==> src/rtl/mem_port_arbiter.sv <==
`default_nettype none
// ============================================================================
// Module   : mem_port_arbiter
// Brief    : Shares one fixed-latency memory port between fetch and data.
// Revision : 1.0
// ============================================================================
module mem_port_arbiter #(
    parameter int MEM_LATENCY  = 2,
    parameter int STARVE_LIMIT = 4
) (
    input  logic        clock,
    input  logic        reset_n,
    input  logic        if_req,
    input  logic [31:0] if_addr,
    input  logic        if_flush,
    input  logic        d_req,
    input  logic        d_we,
    input  logic [31:0] d_addr,
    input  logic [31:0] d_wdata,
    output logic [31:0] if_rdata,
    output logic        if_valid,
    output logic [31:0] d_rdata,
    output logic        d_valid,
    output logic        stall_if,
    output logic        stall_mem,
    output logic        mem_en,
    output logic        mem_we,
    output logic [31:0] mem_addr,
    output logic [31:0] mem_wdata,
    input  logic [31:0] mem_rdata
);

    localparam logic [3:0] c_lat_init   = 4'(MEM_LATENCY - 1);
    localparam logic [3:0] c_starve_max = 4'(STARVE_LIMIT);

    typedef enum logic [1:0] {
        S_IDLE = 2'd0,
        S_WAIT = 2'd1,
        S_RESP = 2'd2
    } state_t;

    state_t      r_state;
    state_t      w_state_nxt;
    logic        w_if_ok;
    logic        w_grant;
    logic        w_sel_d;
    logic        w_sample;
    logic [3:0]  r_lat;
    logic [3:0]  r_starve;
    logic        r_owner_d;
    logic        r_flushed;
    logic        r_mem_en;
    logic        r_mem_we;
    logic        r_if_valid;
    logic        r_d_valid;
    logic [31:0] r_mem_addr;
    logic [31:0] r_mem_wdata;
    logic [31:0] r_if_rdata;
    logic [31:0] r_d_rdata;

    // A fetch raised together with a flush targets a stale PC and is never granted.
    assign w_if_ok = if_req & ~if_flush;

    always_ff @(posedge clock or negedge reset_n) begin
        if (!reset_n) begin
            r_state <= S_IDLE;
        end else begin
            r_state <= w_state_nxt;
        end
    end

    always_comb begin
        w_state_nxt = r_state;
        w_grant     = 1'b0;
        w_sel_d     = 1'b0;
        w_sample    = 1'b0;
        case (r_state)
            S_IDLE: begin
                if (d_req || w_if_ok) begin
                    w_grant     = 1'b1;
                    w_sel_d     = d_req && !(w_if_ok && (r_starve == c_starve_max));
                    w_state_nxt = S_WAIT;
                end
            end
            S_WAIT: begin
                if (r_lat == 4'd0) begin
                    w_sample    = 1'b1;
                    w_state_nxt = S_RESP;
                end
            end
            S_RESP:  w_state_nxt = S_IDLE;
            default: w_state_nxt = S_IDLE;
        endcase
    end

    always_ff @(posedge clock or negedge reset_n) begin
        if (!reset_n) begin
            r_lat       <= 4'd0;
            r_starve    <= 4'd0;
            r_owner_d   <= 1'b0;
            r_flushed   <= 1'b0;
            r_mem_en    <= 1'b0;
            r_mem_we    <= 1'b0;
            r_mem_addr  <= 32'd0;
            r_mem_wdata <= 32'd0;
            r_if_valid  <= 1'b0;
            r_d_valid   <= 1'b0;
            r_if_rdata  <= 32'd0;
            r_d_rdata   <= 32'd0;
        end else begin
            r_mem_en   <= w_grant;
            r_if_valid <= 1'b0;
            r_d_valid  <= 1'b0;

            if (w_grant) begin
                r_owner_d   <= w_sel_d;
                r_mem_addr  <= w_sel_d ? d_addr : if_addr;
                r_mem_we    <= w_sel_d & d_we;
                r_mem_wdata <= w_sel_d ? d_wdata : 32'd0;
                r_lat       <= c_lat_init;
                if (w_sel_d && if_req) begin
                    if (r_starve != c_starve_max) begin
                        r_starve <= r_starve + 4'd1;
                    end
                end else begin
                    r_starve <= 4'd0;
                end
            end

            if (r_state == S_WAIT) begin
                if (r_lat != 4'd0) begin
                    r_lat <= r_lat - 4'd1;
                end
                if (!r_owner_d && if_flush) begin
                    r_flushed <= 1'b1;
                end
            end

            if (r_state == S_RESP) begin
                r_flushed <= 1'b0;
            end

            // A flush arriving on the sample edge itself still suppresses the fetch.
            if (w_sample) begin
                if (r_owner_d) begin
                    r_d_valid <= 1'b1;
                    if (!r_mem_we) begin
                        r_d_rdata <= mem_rdata;
                    end
                end else if (!(r_flushed || if_flush)) begin
                    r_if_valid <= 1'b1;
                    r_if_rdata <= mem_rdata;
                end
            end
        end
    end

    assign mem_en    = r_mem_en;
    assign mem_we    = r_mem_we;
    assign mem_addr  = r_mem_addr;
    assign mem_wdata = r_mem_wdata;
    assign if_valid  = r_if_valid;
    assign if_rdata  = r_if_rdata;
    assign d_valid   = r_d_valid;
    assign d_rdata   = r_d_rdata;
    assign stall_if  = if_req & ~r_if_valid;
    assign stall_mem = d_req & ~r_d_valid;

endmodule
`default_nettype wire

==> config.mk <==
export PLATFORM = sky130hd
export DESIGN_NAME = mem_port_arbiter
export DESIGN_NICKNAME = d
export VERILOG_FILES = /design/src/rtl/mem_port_arbiter.sv
export SDC_FILE = /design/constraint.sdc
export NUM_CORES = 1
export LEC_CHECK = 0
export ABC_AREA = 0
export CAP_MARGIN = 10
export CORE_ASPECT_RATIO = 1.5
export CORE_UTILIZATION = 30
export CTS_BUF_LIST = sky130_fd_sc_hd__clkbuf_8
export DETAILED_ROUTE_END_ITERATION = 10
export PLACE_DENSITY_LB_ADDON = 0.2
export SLEW_MARGIN = 10
export SYNTH_ARGS = -nofsm -noshare
export SYNTH_HDL_FRONTEND = slang
export SYNTH_SLANG_ARGS = --single-unit
==> constraint.sdc <==
create_clock -name clock -period 2.5 [get_ports clock]
set_input_delay 0.25 -clock clock [delete_from_list [all_inputs] [get_ports clock]]
set_output_delay 0.25 -clock clock [all_outputs]
set_load 0.005 [all_outputs]
### Word-level counts from Yosys, hierarchy flattened

Cells that the tools add are included.

* output and inout bits: 134
* input port bits: 134
* register bits: 144

* reduce and logical (&&, ||, !) cells: 18
* $add $sub $neg: 2
* muxes and demuxes: 24
* bitwise logic cells: 10
* equality and inequality tests: 7

Operators with widths (count)
* 32-bit two-way mux: 2
* 4-bit two-way mux: 5
* 1-bit two-way mux: 14
* 1-bit NOT: 6
* 2-bit AND reduction: 3
* 3-bit AND reduction: 2
* 4-bit by 1-bit adder with 4-bit output (second input constant): 1
* 1-bit AND: 4
* 4-bit by 3-bit equality test with 1-bit output (second input constant): 1
* 1-bit logical AND: 4
* 4-bit logical NOT: 1
* 2-bit two-way mux: 2
* 2-bit != test (second input constant): 2
* 4-bit by 3-bit != test with 1-bit output (second input constant): 1
* 2-bit one-hot mux with 2 select lines: 1
* 2-bit nonzero test: 2
* 4-bit nonzero test: 1
* 4-bit by 1-bit subtractor with 4-bit output (second input constant): 1
* 2-bit by 1-bit equality test with 1-bit output (second input constant): 1
* 2-bit equality test (second input constant): 1
* 1-bit logical NOT: 2
* 2-bit logical NOT: 1
* 1-bit logical OR: 2
* 2-bit by 1-bit != test with 1-bit output (second input constant): 1

### Logic depth before layout (Yosys ltp)

* depth in word-level cells: 10
* gate-level depth with buffers: 8

### Worst setup path before layout

OpenSTA, ideal clock, no wires.

* path kind: register to register
* start point: register r_state[1]
* end point: register r_if_rdata[10] (netlist: if_rdata[10])
* cell stages (with the launch flop): 8
* required time: 2375 ps
* library setup time: 125 ps
* slack: 586 ps
* data arrival time: 1789 ps
* path buffers: 2
* path through: dfrtp_1 > inv_1 > ha_1 > nand4b_1 > or4_1 > buf_6 > buf_12 > mux2_4

* cells in the longest elaborated chain, start to end: 3

RTL lines
* from (decl): line 42 `state_t r_state;`
* from (signal assigned): line 68 `r_state <= w_state_nxt;`
* 2-bit by 1-bit equality test with 1-bit output: line 77 `case (r_state)`
* 1-bit two-way mux: line 77
* 3-bit AND reduction (no source line)
* to (signal assigned): line 152 `r_if_rdata <= mem_rdata;`
* to (decl): line 58 `logic [31:0] r_if_rdata;`

Every way passes these cells.
A chain may end at the register's enable or synchronous reset.

### Final worst setup path

Ends and elaborated chain as after synthesis.

==> results.sh <==
export IMPL_pin_count=268
export IMPL_power_net_switching_mw=3.35
export IMPL_setup_viol_count_final=0
export IMPL_p_sw_share_pct=30.9
export IMPL_antenna_cells=0
export IMPL_reg2regPathDepth=6
export IMPL_worstSetupPathDepth=6
export IMPL_comb_power_share_pct=45.8
export IMPL_path_delay_family="simple AND/OR/NAND/NOR gates"
export IMPL_timing_final_crit_period_ns=2.27
export IMPL_grt_setup_unrepaired="false"
export IMPL_std_cell_rows=64
export IMPL_clk_transition_reported_paths_ns=0.08
export IMPL_die_width_um=121
export IMPL_synth_flop_cell="sky130_fd_sc_hd__dfrtp_1"
export IMPL_reg2reg_to="if_rdata[10]"
export IMPL_drtPass1Iterations=4
export IMPL_cp_slowest_stage_delay_ns=0.61
export IMPL_drt_antenna_violating_nets=0
export IMPL_result_of_the_run="finished, final reports clean"
export IMPL_post_route_cells_drive_above_1_share_pct=14.7
export IMPL_global_route_wire_length_before_repair_mm=30.5
export IMPL_cts_root_buffer="sky130_fd_sc_hd__clkbuf_8"
export IMPL_worstPathRequired_ns=2.82
export IMPL_nature_of_the_critical_path_endpoint="flop"
export IMPL_timing_max_slew_rel_slack_pct=38.6
export IMPL_detailroute_via_count=5277
export IMPL_crit_type="reg -> reg"
export IMPL_total_placed_cells_including_tap_cells=1021
export IMPL_drt_drc_violations_left=0
export IMPL_layout_nets=919
export IMPL_fin_tns_setup_ns=0
export IMPL_timing_critical_path_to="if_rdata[10]"
export IMPL_cts_root_to_sink_buffers=2
export IMPL_min_path_type="in -> async"
export IMPL_power_density_mw_per_mm2=1110
export IMPL_route_detailed_vias_per_inst=5.02
export IMPL_worstPathCellList="inv_1 > ha_1 > nand4b_1 > or4_2 > buf_12 > mux2_4"
export IMPL_cp_arrival_ns=2.59
export IMPL_tritoncts="done"
export IMPL_critical_path_reg2reg_startpoint="r_state[1]"
export IMPL_synth_sequential_area_ratio_pct=56.6
export IMPL_clk_insertion_delay_late_ns=0.44
export IMPL_critical_path_startpoint_type="flop"
export IMPL_cell_internal_pwr_mw=7.48
export IMPL_clkSinkCount=144
export IMPL_critPathBufInv=2
export IMPL_p_leak_nw=4.10
export IMPL_gr_usage_all_layers_pct=18.0
export IMPL_grt_start_max_net_pins=66
export IMPL_htreeDepth=4
export IMPL_timing_final_max_slew_violations=0
export IMPL_cts_buffers=17
export IMPL_iter_0_drt_violations=277
export IMPL_routed_wire_length_per_instance_um=18.2
export IMPL_dp_final_hpwl_mm=13.7
export IMPL_cts_setup_buffers=0
export IMPL_timing_hold_violations_final=0
export IMPL_postSynthNetCount=654
export IMPL_globalRouteOverflowTotal=0
export IMPL_crit_path_start="r_state[1]"
export IMPL_power_total_mw=10.8
export IMPL_port_buffer_count=267
export IMPL_cts_resized_gates=0
export IMPL_number_of_antenna_violations_at_the_first_check_in_global_routing=0
export IMPL_clock_skew_final_ns=0.0114
export IMPL_finalWirelength_mm=19.2
export IMPL_ys_async_sr_fraction_pct=100
export IMPL_area_enclosed_by_the_die_boundary_mm2=0.0218
export IMPL_synth_lib_cells_used_distinct=41
export IMPL_count_of_flip_flops_with_a_built_in_enable_after_synthesis=0
export IMPL_synth_warning_count=0
export IMPL_postSynthCellCount=512
export IMPL_layout_cells_most_common_list="sky130_fd_sc_hd__clkdlybuf4s50_1 (266), sky130_fd_sc_hd__dfrtp_1 (144), sky130_fd_sc_hd__a21oi_1 (68)"
export IMPL_via_count_of_the_first_global_routing_pass=5836
export IMPL_tightestPinTransition_ns=0.919
export IMPL_cp_slowest_cell="sky130_fd_sc_hd__or4_2"
export IMPL_fin_crit_sh_pct=90.9
export IMPL_final_common_cell="sky130_fd_sc_hd__clkdlybuf4s50_1"
export IMPL_area_growth_synth_to_final_pct=52.6
export IMPL_postLayoutCoreUtil_pct=47.2
export IMPL_start_util_pct=30.9
export IMPL_share_seq_of_total_power_pct=37.4
export IMPL_core_area_mm2=0.0206
export IMPL_die_h_um=180
export IMPL_vdd_ir_drop_worst_uv=417
export IMPL_synth_seq_cells=144
export IMPL_finalWeightedCongestion=0.738
export IMPL_maxClockFrequency_mhz=440
export IMPL_post_synth_cell_area_avg_um2=12.4
export IMPL_timing_critical_path_fanout_max=33
export IMPL_timing_max_cap_violations=0
export IMPL_instances_no_fill=1051
export IMPL_area_of_the_mapped_netlist_mm2=0.00636
export IMPL_setup_reg_to_reg_worst_slack_ns=0.23
export IMPL_share_of_power_burned_in_the_clock_network_pct=16.7
export IMPL_hold_buffers=1
-- power by group through the flow --
stage | Combinational [mW] | Clock, mW | Sequential (mW)
after floorplan | 2.02 | 0 | 4.09
final | 4.96 | 1.81 | 4.05
after global placement | 4.87 | 0 | 4.05
after detailed placement | 5.01 | 0 | 4.08
after global routing | 5.37 | 1.99 | 4.19
after CTS | 5.04 | 1.89 | 4.06
-- final cells by class --
cell class	count	area [um2]
well taps	264	330
clock inverters	8	90.1
inverters	13	48.8
repair buffers	284	2830
multi-input cells	317	2520
clock buffers	21	289
fillers	1882	10900
flip-flops and latches	144	3600
-- registers in the layout, summed over array words and instances (netlist names) --
register and flops:
mem_addr 32, mem_en 1, r_starve 4, r_flushed 1, d_rdata 32, mem_wdata 32, mem_we 1, r_owner_d 1
d_valid 1, if_valid 1, if_rdata 32, r_lat 4, r_state 2
-- routing by layer --
| layer | part of all wire [%] | up-vias | track usage (%) |
|---|---|---|---|
| met5 | 0 | - | 0 |
| met4 | 3.0 | 0 | 8.10 |
| met3 | 6.8 | 33 | 4.65 |
| met2 | 53 | 224 | 32.9 |
| met1 | 37 | 2612 | 19.0 |
| li1 | - | 2408 | - |
-- kinds of logic (layout without fill, tap and decap cells) --
family,count (synthesis),count (layout),synth area share [%]
compound gates,149,149,15.9
flops,144,144,56.6
simple gates,94,94,8.44
mux,66,66,13.4
buf+inv,51,326,4.11
fa+ha+maj,8,8,1.57
-- through the flow --
step                      setup WS (ns)  area [um2]  hold WS [ns]
final                             0.228        9710         0.377
after global routing             0.0403        9710         0.375
after CTS                         0.180        9710         0.355
after detailed placement         0.0822        9320         0.294
after global placement            0.206        9320         0.284
after floorplan                   0.586        6360       -0.0456
-- worst min path at each step --
stage	from	endpoint	slack, ns
3_3_place_gp	reset_n	d_rdata[12]	0.28
4_1_cts	reset_n	d_rdata[5]	0.36
6_report	reset_n	if_rdata[6]	0.38
3_5_place_dp	reset_n	d_rdata[12]	0.29
2_1_floorplan	reset_n	d_rdata[0]	-0.05
5_1_grt	d_wdata[5]	mem_wdata[5]	0.37
-- synthesized netlist by cell type (all sizes together) (2+ instances only) --
cell type / n / area (um2)
nor2: 37 / 139
or3: 2 / 13.8
nand2: 4 / 15.0
mux2: 65 / 841
a21oi: 68 / 340
clkbuf: 21 / 78.8
buf: 17 / 134
a22o: 33 / 289
nor2b: 4 / 25.0
nand3: 4 / 20.0
ha: 8 / 100
nand4b: 2 / 17.5
dfrtp: 144 / 3600
nor3: 2 / 10.0
inv: 13 / 48.8
a31oi: 3 / 18.8
a221oi: 32 / 280
nor3b: 32 / 240
o21ai: 7 / 35.0
(Power assumes the default switching activity.)
